===== src/rtl/sd_pkg.sv =====
// Shared types, constants and address helper for the SD stream write path.
package sd_pkg;

  localparam int unsigned SD_SECTOR_BYTES = 512;

  localparam logic [1:0] AXI_RESP_OKAY = 2'b00;

  typedef enum logic [2:0] {
    StIdle,
    StFetch,
    StIssue,
    StResp,
    StFinish
  } sd_wr_state_t;

  typedef enum logic [1:0] {
    SdErrNone    = 2'd0,
    SdErrBresp   = 2'd1,
    SdErrTimeout = 2'd2
  } sd_err_t;

  // Byte address of one word; wraps modulo 2^32 like the sector arithmetic upstream.
  function automatic logic [31:0] sd_word_addr(logic [31:0] sector, logic [15:0] sec_idx,
                                                logic [6:0] word_idx);
    logic [31:0] sec_abs;
    sec_abs = sector + 32'(sec_idx);
    return (sec_abs * SD_SECTOR_BYTES) + {23'd0, word_idx, 2'b00};
  endfunction

endpackage


===== src/rtl/sd_axil_wr_beat.sv =====
// One AXI-Lite write beat: AW+W issue followed by the B response.
// Optional watchdog on the beat enabled by SD_STREAM_WRITER_TIMEOUT_EN.
module sd_axil_wr_beat
  import sd_pkg::*;
#(
  parameter int unsigned TIMEOUT_CYCLES = 1_000_000
) (
  input  logic        aclk,
  input  logic        aresetn,
  input  logic        start,
  input  logic [31:0] addr,
  input  logic [31:0] data,
  output logic        complete,
  output logic [1:0]  resp,
  output logic        timeout,
  output logic [31:0] m_axil_awaddr,
  output logic        m_axil_awvalid,
  input  logic        m_axil_awready,
  output logic [31:0] m_axil_wdata,
  output logic        m_axil_wvalid,
  input  logic        m_axil_wready,
  input  logic [1:0]  m_axil_bresp,
  input  logic        m_axil_bvalid,
  output logic        m_axil_bready
);

  logic issuing_q;
  logic issue_done;

  // Both channels finished, whichever order the slave accepted them in.
  assign issue_done = (!m_axil_awvalid || m_axil_awready) && (!m_axil_wvalid || m_axil_wready);
  assign complete   = m_axil_bready && m_axil_bvalid;
  assign resp       = m_axil_bresp;

`ifdef SD_STREAM_WRITER_TIMEOUT_EN
  localparam int unsigned TimerW = $clog2(TIMEOUT_CYCLES + 1);

  logic [TimerW-1:0] timer_q;
  logic              waiting;
  logic              progress;

  assign waiting  = issuing_q || m_axil_bready;
  assign progress = issuing_q ? issue_done : m_axil_bvalid;
  assign timeout  = waiting && !progress && (timer_q == TimerW'(TIMEOUT_CYCLES - 1));

  // Restarts on entry to the issue phase and again on entry to the response phase.
  always_ff @(posedge aclk or negedge aresetn) begin
    if (!aresetn) begin
      timer_q <= '0;
    end else if (start || !waiting || progress) begin
      timer_q <= '0;
    end else begin
      timer_q <= timer_q + 1'b1;
    end
  end
`else
  logic unused_timeout_cycles;
  assign unused_timeout_cycles = ^TIMEOUT_CYCLES;
  assign timeout = 1'b0;
`endif

  always_ff @(posedge aclk or negedge aresetn) begin
    if (!aresetn) begin
      issuing_q      <= 1'b0;
      m_axil_awaddr  <= '0;
      m_axil_awvalid <= 1'b0;
      m_axil_wdata   <= '0;
      m_axil_wvalid  <= 1'b0;
      m_axil_bready  <= 1'b0;
    end else if (timeout) begin
      issuing_q      <= 1'b0;
      m_axil_awvalid <= 1'b0;
      m_axil_wvalid  <= 1'b0;
      m_axil_bready  <= 1'b0;
    end else if (start) begin
      issuing_q      <= 1'b1;
      m_axil_awaddr  <= addr;
      m_axil_awvalid <= 1'b1;
      m_axil_wdata   <= data;
      m_axil_wvalid  <= 1'b1;
    end else if (issuing_q) begin
      if (m_axil_awready) begin
        m_axil_awvalid <= 1'b0;
      end
      if (m_axil_wready) begin
        m_axil_wvalid <= 1'b0;
      end
      if (issue_done) begin
        issuing_q     <= 1'b0;
        m_axil_bready <= 1'b1;
      end
    end else if (complete) begin
      m_axil_bready <= 1'b0;
    end
  end

endmodule


===== src/rtl/sd_stream_writer.sv =====
// Turns a (sector, count) write command plus a word stream into AXI-Lite single-beat writes.
// Define SD_STREAM_WRITER_TIMEOUT_EN to enable the per-beat response watchdog.
module sd_stream_writer
  import sd_pkg::*;
#(
  parameter int unsigned SECTOR_WORDS   = 128,
  parameter int unsigned TIMEOUT_CYCLES = 1_000_000
) (
  input  logic        aclk,
  input  logic        aresetn,
  input  logic        cmd_valid,
  output logic        cmd_ready,
  input  logic [31:0] cmd_sector,
  input  logic [15:0] cmd_count,
  input  logic        s_tvalid,
  output logic        s_tready,
  input  logic [31:0] s_tdata,
  output logic [31:0] m_axil_awaddr,
  output logic [2:0]  m_axil_awprot,
  output logic        m_axil_awvalid,
  input  logic        m_axil_awready,
  output logic [31:0] m_axil_wdata,
  output logic [3:0]  m_axil_wstrb,
  output logic        m_axil_wvalid,
  input  logic        m_axil_wready,
  input  logic [1:0]  m_axil_bresp,
  input  logic        m_axil_bvalid,
  output logic        m_axil_bready,
  output logic        busy,
  output logic        done,
  output logic [1:0]  err_code,
  output logic [31:0] words_written
);

  localparam logic [6:0] LastWord = 7'(SECTOR_WORDS - 1);

  sd_wr_state_t state_q;
  logic [31:0]  sector_q;
  logic [15:0]  count_q;
  logic [6:0]   word_idx_q;
  logic [15:0]  sec_idx_q;
  logic         cmd_ready_q;
  logic         s_tready_q;
  logic         busy_q;
  logic         done_q;
  sd_err_t      err_q;
  logic [31:0]  words_q;

  logic         beat_start;
  logic         beat_complete;
  logic         beat_timeout;
  logic [1:0]   beat_resp;
  logic [31:0]  beat_addr;
  logic         issue_done;

  assign beat_start = (state_q == StFetch) && s_tready_q && s_tvalid;
  assign beat_addr  = sd_word_addr(sector_q, sec_idx_q, word_idx_q);
  assign issue_done = (!m_axil_awvalid || m_axil_awready) && (!m_axil_wvalid || m_axil_wready);

  assign cmd_ready     = cmd_ready_q;
  assign s_tready      = s_tready_q;
  assign busy          = busy_q;
  assign done          = done_q;
  assign err_code      = err_q;
  assign words_written = words_q;
  assign m_axil_awprot = 3'b000;
  assign m_axil_wstrb  = 4'hF;

  sd_axil_wr_beat #(
    .TIMEOUT_CYCLES(TIMEOUT_CYCLES)
  ) u_beat (
    .aclk          (aclk),
    .aresetn       (aresetn),
    .start         (beat_start),
    .addr          (beat_addr),
    .data          (s_tdata),
    .complete      (beat_complete),
    .resp          (beat_resp),
    .timeout       (beat_timeout),
    .m_axil_awaddr (m_axil_awaddr),
    .m_axil_awvalid(m_axil_awvalid),
    .m_axil_awready(m_axil_awready),
    .m_axil_wdata  (m_axil_wdata),
    .m_axil_wvalid (m_axil_wvalid),
    .m_axil_wready (m_axil_wready),
    .m_axil_bresp  (m_axil_bresp),
    .m_axil_bvalid (m_axil_bvalid),
    .m_axil_bready (m_axil_bready)
  );

  always_ff @(posedge aclk or negedge aresetn) begin
    if (!aresetn) begin
      state_q     <= StIdle;
      sector_q    <= '0;
      count_q     <= '0;
      word_idx_q  <= '0;
      sec_idx_q   <= '0;
      cmd_ready_q <= 1'b1;
      s_tready_q  <= 1'b0;
      busy_q      <= 1'b0;
      done_q      <= 1'b0;
      err_q       <= SdErrNone;
      words_q     <= '0;
    end else begin
      done_q <= 1'b0;
      unique case (state_q)
        StIdle: begin
          if (cmd_valid) begin
            sector_q    <= cmd_sector;
            count_q     <= cmd_count;
            word_idx_q  <= '0;
            sec_idx_q   <= '0;
            err_q       <= SdErrNone;
            words_q     <= '0;
            cmd_ready_q <= 1'b0;
            if (cmd_count == 16'd0) begin
              state_q <= StFinish;
              done_q  <= 1'b1;
            end else begin
              busy_q     <= 1'b1;
              s_tready_q <= 1'b1;
              state_q    <= StFetch;
            end
          end
        end
        StFetch: begin
          if (s_tvalid) begin
            s_tready_q <= 1'b0;
            state_q    <= StIssue;
          end
        end
        StIssue: begin
          if (beat_timeout) begin
            err_q   <= SdErrTimeout;
            busy_q  <= 1'b0;
            done_q  <= 1'b1;
            state_q <= StFinish;
          end else if (issue_done) begin
            state_q <= StResp;
          end
        end
        StResp: begin
          if (beat_complete) begin
            if (beat_resp != AXI_RESP_OKAY) begin
              // Leftover stream words stay unconsumed; the source flushes them.
              err_q   <= SdErrBresp;
              busy_q  <= 1'b0;
              done_q  <= 1'b1;
              state_q <= StFinish;
            end else begin
              words_q <= words_q + 32'd1;
              if (word_idx_q == LastWord) begin
                word_idx_q <= '0;
                sec_idx_q  <= sec_idx_q + 16'd1;
                if (sec_idx_q == count_q - 16'd1) begin
                  busy_q  <= 1'b0;
                  done_q  <= 1'b1;
                  state_q <= StFinish;
                end else begin
                  s_tready_q <= 1'b1;
                  state_q    <= StFetch;
                end
              end else begin
                word_idx_q <= word_idx_q + 7'd1;
                s_tready_q <= 1'b1;
                state_q    <= StFetch;
              end
            end
          end else if (beat_timeout) begin
            err_q   <= SdErrTimeout;
            busy_q  <= 1'b0;
            done_q  <= 1'b1;
            state_q <= StFinish;
          end
        end
        StFinish: begin
          busy_q      <= 1'b0;
          cmd_ready_q <= 1'b1;
          state_q     <= StIdle;
        end
        default: begin
          state_q <= StIdle;
        end
      endcase
    end
  end

endmodule

===== config.mk =====
export PLATFORM = sky130hd
export DESIGN_NAME = sd_stream_writer
export DESIGN_NICKNAME = d
export VERILOG_FILES = /design/src/rtl/sd_pkg.sv /design/src/rtl/sd_axil_wr_beat.sv /design/src/rtl/sd_stream_writer.sv
export SDC_FILE = /design/constraint.sdc
export NUM_CORES = 1
export LEC_CHECK = 0
export ABC_AREA = 1
export ABC_CLOCK_PERIOD_IN_PS = 2400
export BUFFER_PORTS_ARGS = -buffer_cell sky130_fd_sc_hd__buf_2
export CORE_MARGIN = 3
export CORE_UTILIZATION = 50
export CTS_CLUSTER_DIAMETER = 100
export DETAILED_ROUTE_END_ITERATION = 8
export PLACE_DENSITY = 0.77
export SKIP_LAST_GASP = 1
export SLEW_MARGIN = 20
export SYNTH_ARGS = -nofsm -noshare
export SYNTH_HDL_FRONTEND = slang
export SYNTH_HIERARCHICAL = 1
export SYNTH_SLANG_ARGS = --single-unit

===== constraint.sdc =====
create_clock -name aclk -period 2.4 [get_ports aclk]
set_clock_uncertainty 0.05 [all_clocks]
set_input_delay 0 -clock aclk [delete_from_list [all_inputs] [get_ports aclk]]
set_output_delay 0 -clock aclk [all_outputs]
set_load 0.005 [all_outputs]

==> flow_summary_export.csv <==
group,metric,value,unit
timing,slew_violations,0,
power_and_ir_drop,power_frac_comb,39.0,%
finish,area_growth,28.6,%
power_and_ir_drop,clkPwrFrac,23.6,%
critical_path,r2r_end,"u_beat/m_axil_awaddr[21]",
synth,synth_cell_types,48,
synth,seq_area_frac_synth,45.6,%
die,dieWidth,143,µm
placed_design,dp.cells,1649,
critical_path,crit_arrival,2540,ps
power_and_ir_drop,p_seq_share,37.4,%
synth,synth_ff_type,"dfrtp_1",
global_routing,grt_max_degree,105,
cts,clock_sinks,171,
placed_design,place_ws,-10.8,ps
synth,synth-warning-count,6,
job,cap_violations,0,
timing,rsz0062_at_grt,"yes",
timing,maxSlewHeadroom,55.1,%
placed_design,finalWeightedCongestion,0.897,
timing,finalCritPeriodShare,92.7,%
global_routing,grt_pass1_wl,40200,µm
finish,fill_cells,1550,
power_and_ir_drop,p_int,7.32,mW
die,start_util,51.5,%
finish,layout_common_cells,"482 x nand2_1, 183 x buf_2, 170 x dfrtp_1",
placed_design,portBuffers,184,
global_routing,grt_util_met2,40.5,%
status,status,"finished, final reports clean",
timing,period_needed,2220,ps
synth,synth_edf_count,0,
worst_hold_path,hold-path-cell-count,7,
critical_path,crit_required,2710,ps
cts,clk_pin_slew_worst_paths,70,ps
routing,drt_iter0_drc,641,
routing,routedWlPerCell,14.3,µm
die,core_area,0.0182,mm²
worst_hold_path,min_to,"state_q[2]",
critical_path,cp_max_fo,3,
routing,ant_nets,0,
finish,fin_util,66.2,%
die,num_rows,49,
worst_hold_path,worstHoldPathType,"primary input to flip-flop",
power_and_ir_drop,leakagePower,6.30,nW
critical_path,critPathLaunchType,"flip-flop",
power_and_ir_drop,power_density,990,mW/mm²
finish,nets,1626,
synth,syn_avg_cell_area,7.54,µm²
routing,via_count,9018,
global_routing,track_usage,24.3,%
global_routing,overflow,0,
cts,cts_tree,"yes",
cts,clockRootBuffer,"clkbuf_16",
cts,insertion_delay,420,ps
timing,fmax,450,MHz
synth,postSynthRegisterBits,171,
critical_path,ff2ff_path_depth,14,
cts,numCtsBuffers,17,
finish,stdcell_count,1757,
synth,syn_area,0.00938,mm²
die,io_pins,201,
routing,drtPass1Iterations,5,
critical_path,slowest_delay,360,ps
critical_path,r2r_slack,180,ps
global_routing,antenna_found_initial,0,
synth,syn_inst,1243,
global_routing,grt_pass1_vias,8372,
critical_path,crit_chain,"ha_1, inv_1, fa_2, o21ai_2, a21boi_2, o21ai_2, buf_4, nand3_1, nand2_1, nand3_1, nand2_1, xor2_1, nand2_1, nand2_1",
global_routing,grt_use_met1,32.5,%
placed_design,dpl.hpwl,17300,µm
power_and_ir_drop,power,11.9,mW
die,dieHeight,143,µm
finish,drive_above_1_share,18.6,%
cts,clk_path_buf_depth,2,
synth,async_reset_ff_share,100,%
timing,tightestPinTransition,673,ps
timing,hold_viol,0,
routing,viasPerCell,5.13,
routing,drc,0,
power_and_ir_drop,p_switching,4.62,mW
global_routing,met3_usage,4.72,%
critical_path,r2r-start,"sec_idx_q[0]",
finish,diodes,0,
die,die_area,0.0204,mm²
critical_path,end_kind,"flip-flop",
timing,setup_slack,175,ps
critical_path,crit_type,"flip-flop to flip-flop",
critical_path,crit_slowest_cell,"dfrtp_1",
cts,h-tree-depth,4,
global_routing,busiest_layer,"met2",
finish,final_common_cell,"nand2_1",
timing,setup_viol,0,
critical_path,crit_path_frequent_cell,"nand2_1",
power_and_ir_drop,ir_drop,0.563,mV
power_and_ir_drop,switching_share,38.7,%
worst_hold_path,min_from,"m_axil_bresp[0]",
routing,wirelength,25100,µm
==> critical path, delay by kind of cell (launching register included) <==
kind / cells / cell delay (ps)
AO/OA/AOI/OAI: 3 / 400
XOR/XNOR: 1 / 150
adder cells (fa/ha/maj): 2 / 530
buffers and inverters: 2 / 210
flip-flops: 1 / 360
AND/OR/NAND/NOR: 6 / 490
==> cells in the mapped netlist, drive strengths merged (17+ instances only) <==
master,count,share of area [%]
nand2,489,20
dfrtp,170,45
inv,108,4.3
nor2,99,4.5
o21ai,67,3.6
nand3,55,3.1
a21oi,45,2.5
xor2,36,3.4
nor3,29,1.7
buf,26,1.9
ha,20,2.7
nand4,20,1.3
clkbuf,17,0.68
==> power groups by stage <==
| stage | clock network (mW) | registers [mW] | logic, mW |
|---|---|---|---|
| floorplan | 0 | 4.43 | 2.86 |
| global placement | 0 | 4.46 | 4.35 |
| detailed placement | 0 | 4.50 | 4.45 |
| CTS | 2.87 | 4.45 | 4.57 |
| global route | 2.99 | 4.58 | 5.26 |
| finish | 2.82 | 4.46 | 4.65 |
==> what timing repair did <==
item | CTS | global route
hold buffers | 75 | 0
setup endpoints to repair | 2 | 73
setup buffers | 0 | 2
pin swaps | 2 | 1
gates resized for setup | 1 | 14
endpoints found under the hold margin | 248 | 0
==> final cells by class <==
cell class | instances | area [µm²] | area share [%]
clock inverter | 9 | 140 | 1.16
tap | 229 | 287 | 2.38
sequential | 171 | 4280 | 35.5
clock buffer | 22 | 464 | 3.85
multi-input combinational | 927 | 4530 | 37.6
inverter | 109 | 412 | 3.41
timing repair buffer | 290 | 1950 | 16.1
==> worst max-delay path by stage <==
stage / slack, ps / end / startpoint
5_1_grt: -60 / u_beat/m_axil_awaddr[21] / sec_idx_q[0]
2_1_floorplan: 130 / u_beat/m_axil_awaddr[31] / sec_idx_q[0]
4_1_cts: 20 / u_beat/m_axil_awaddr[21] / sec_idx_q[0]
3_5_place_dp: -10 / u_beat/m_axil_awaddr[21] / sec_idx_q[0]
3_3_place_gp: 20 / u_beat/m_axil_awaddr[21] / sector_q[0]
6_report: 180 / u_beat/m_axil_awaddr[21] / sec_idx_q[0]
==> layer usage <==
layer	vias to the layer above	share of wire, %
li1	4503	-
met1	4163	44
met2	316	48
met3	36	6.3
met4	0	1.9
met5	-	0
==> state kept, by name (all words and copies together), names as in the netlist, 2 cells and up <==
signal,cells
u_beat/m_axil_awaddr,32
u_beat/m_axil_wdata,32
words_written,32
sector_q,23
count_q,16
sec_idx_q,16
word_idx_q,7
state_q,3
err_code,2
==> kinds of logic after synthesis <==
kind of cell | synth area share, %
AOI/OAI and AO/OA | 8.29
other | 0.120
DFF | 45.6
xor gates and xnor gates | 4.58
adders and majority gates | 2.88
buffers and inverters | 6.97
and+or+nand+nor | 31.5
==> metrics by stage <==
stage                     hold WS (ps)  instance area (µm²)  TNS [ps]
after floorplan                   -346                 9400         0
after global routing              82.4                12100     -78.7
after global placement           -22.5                10600         0
after detailed placement         -20.7                10600     -10.8
final                             13.3                12100         0
after CTS                         11.1                12000         0
Power figures use the tool's default switching activity.
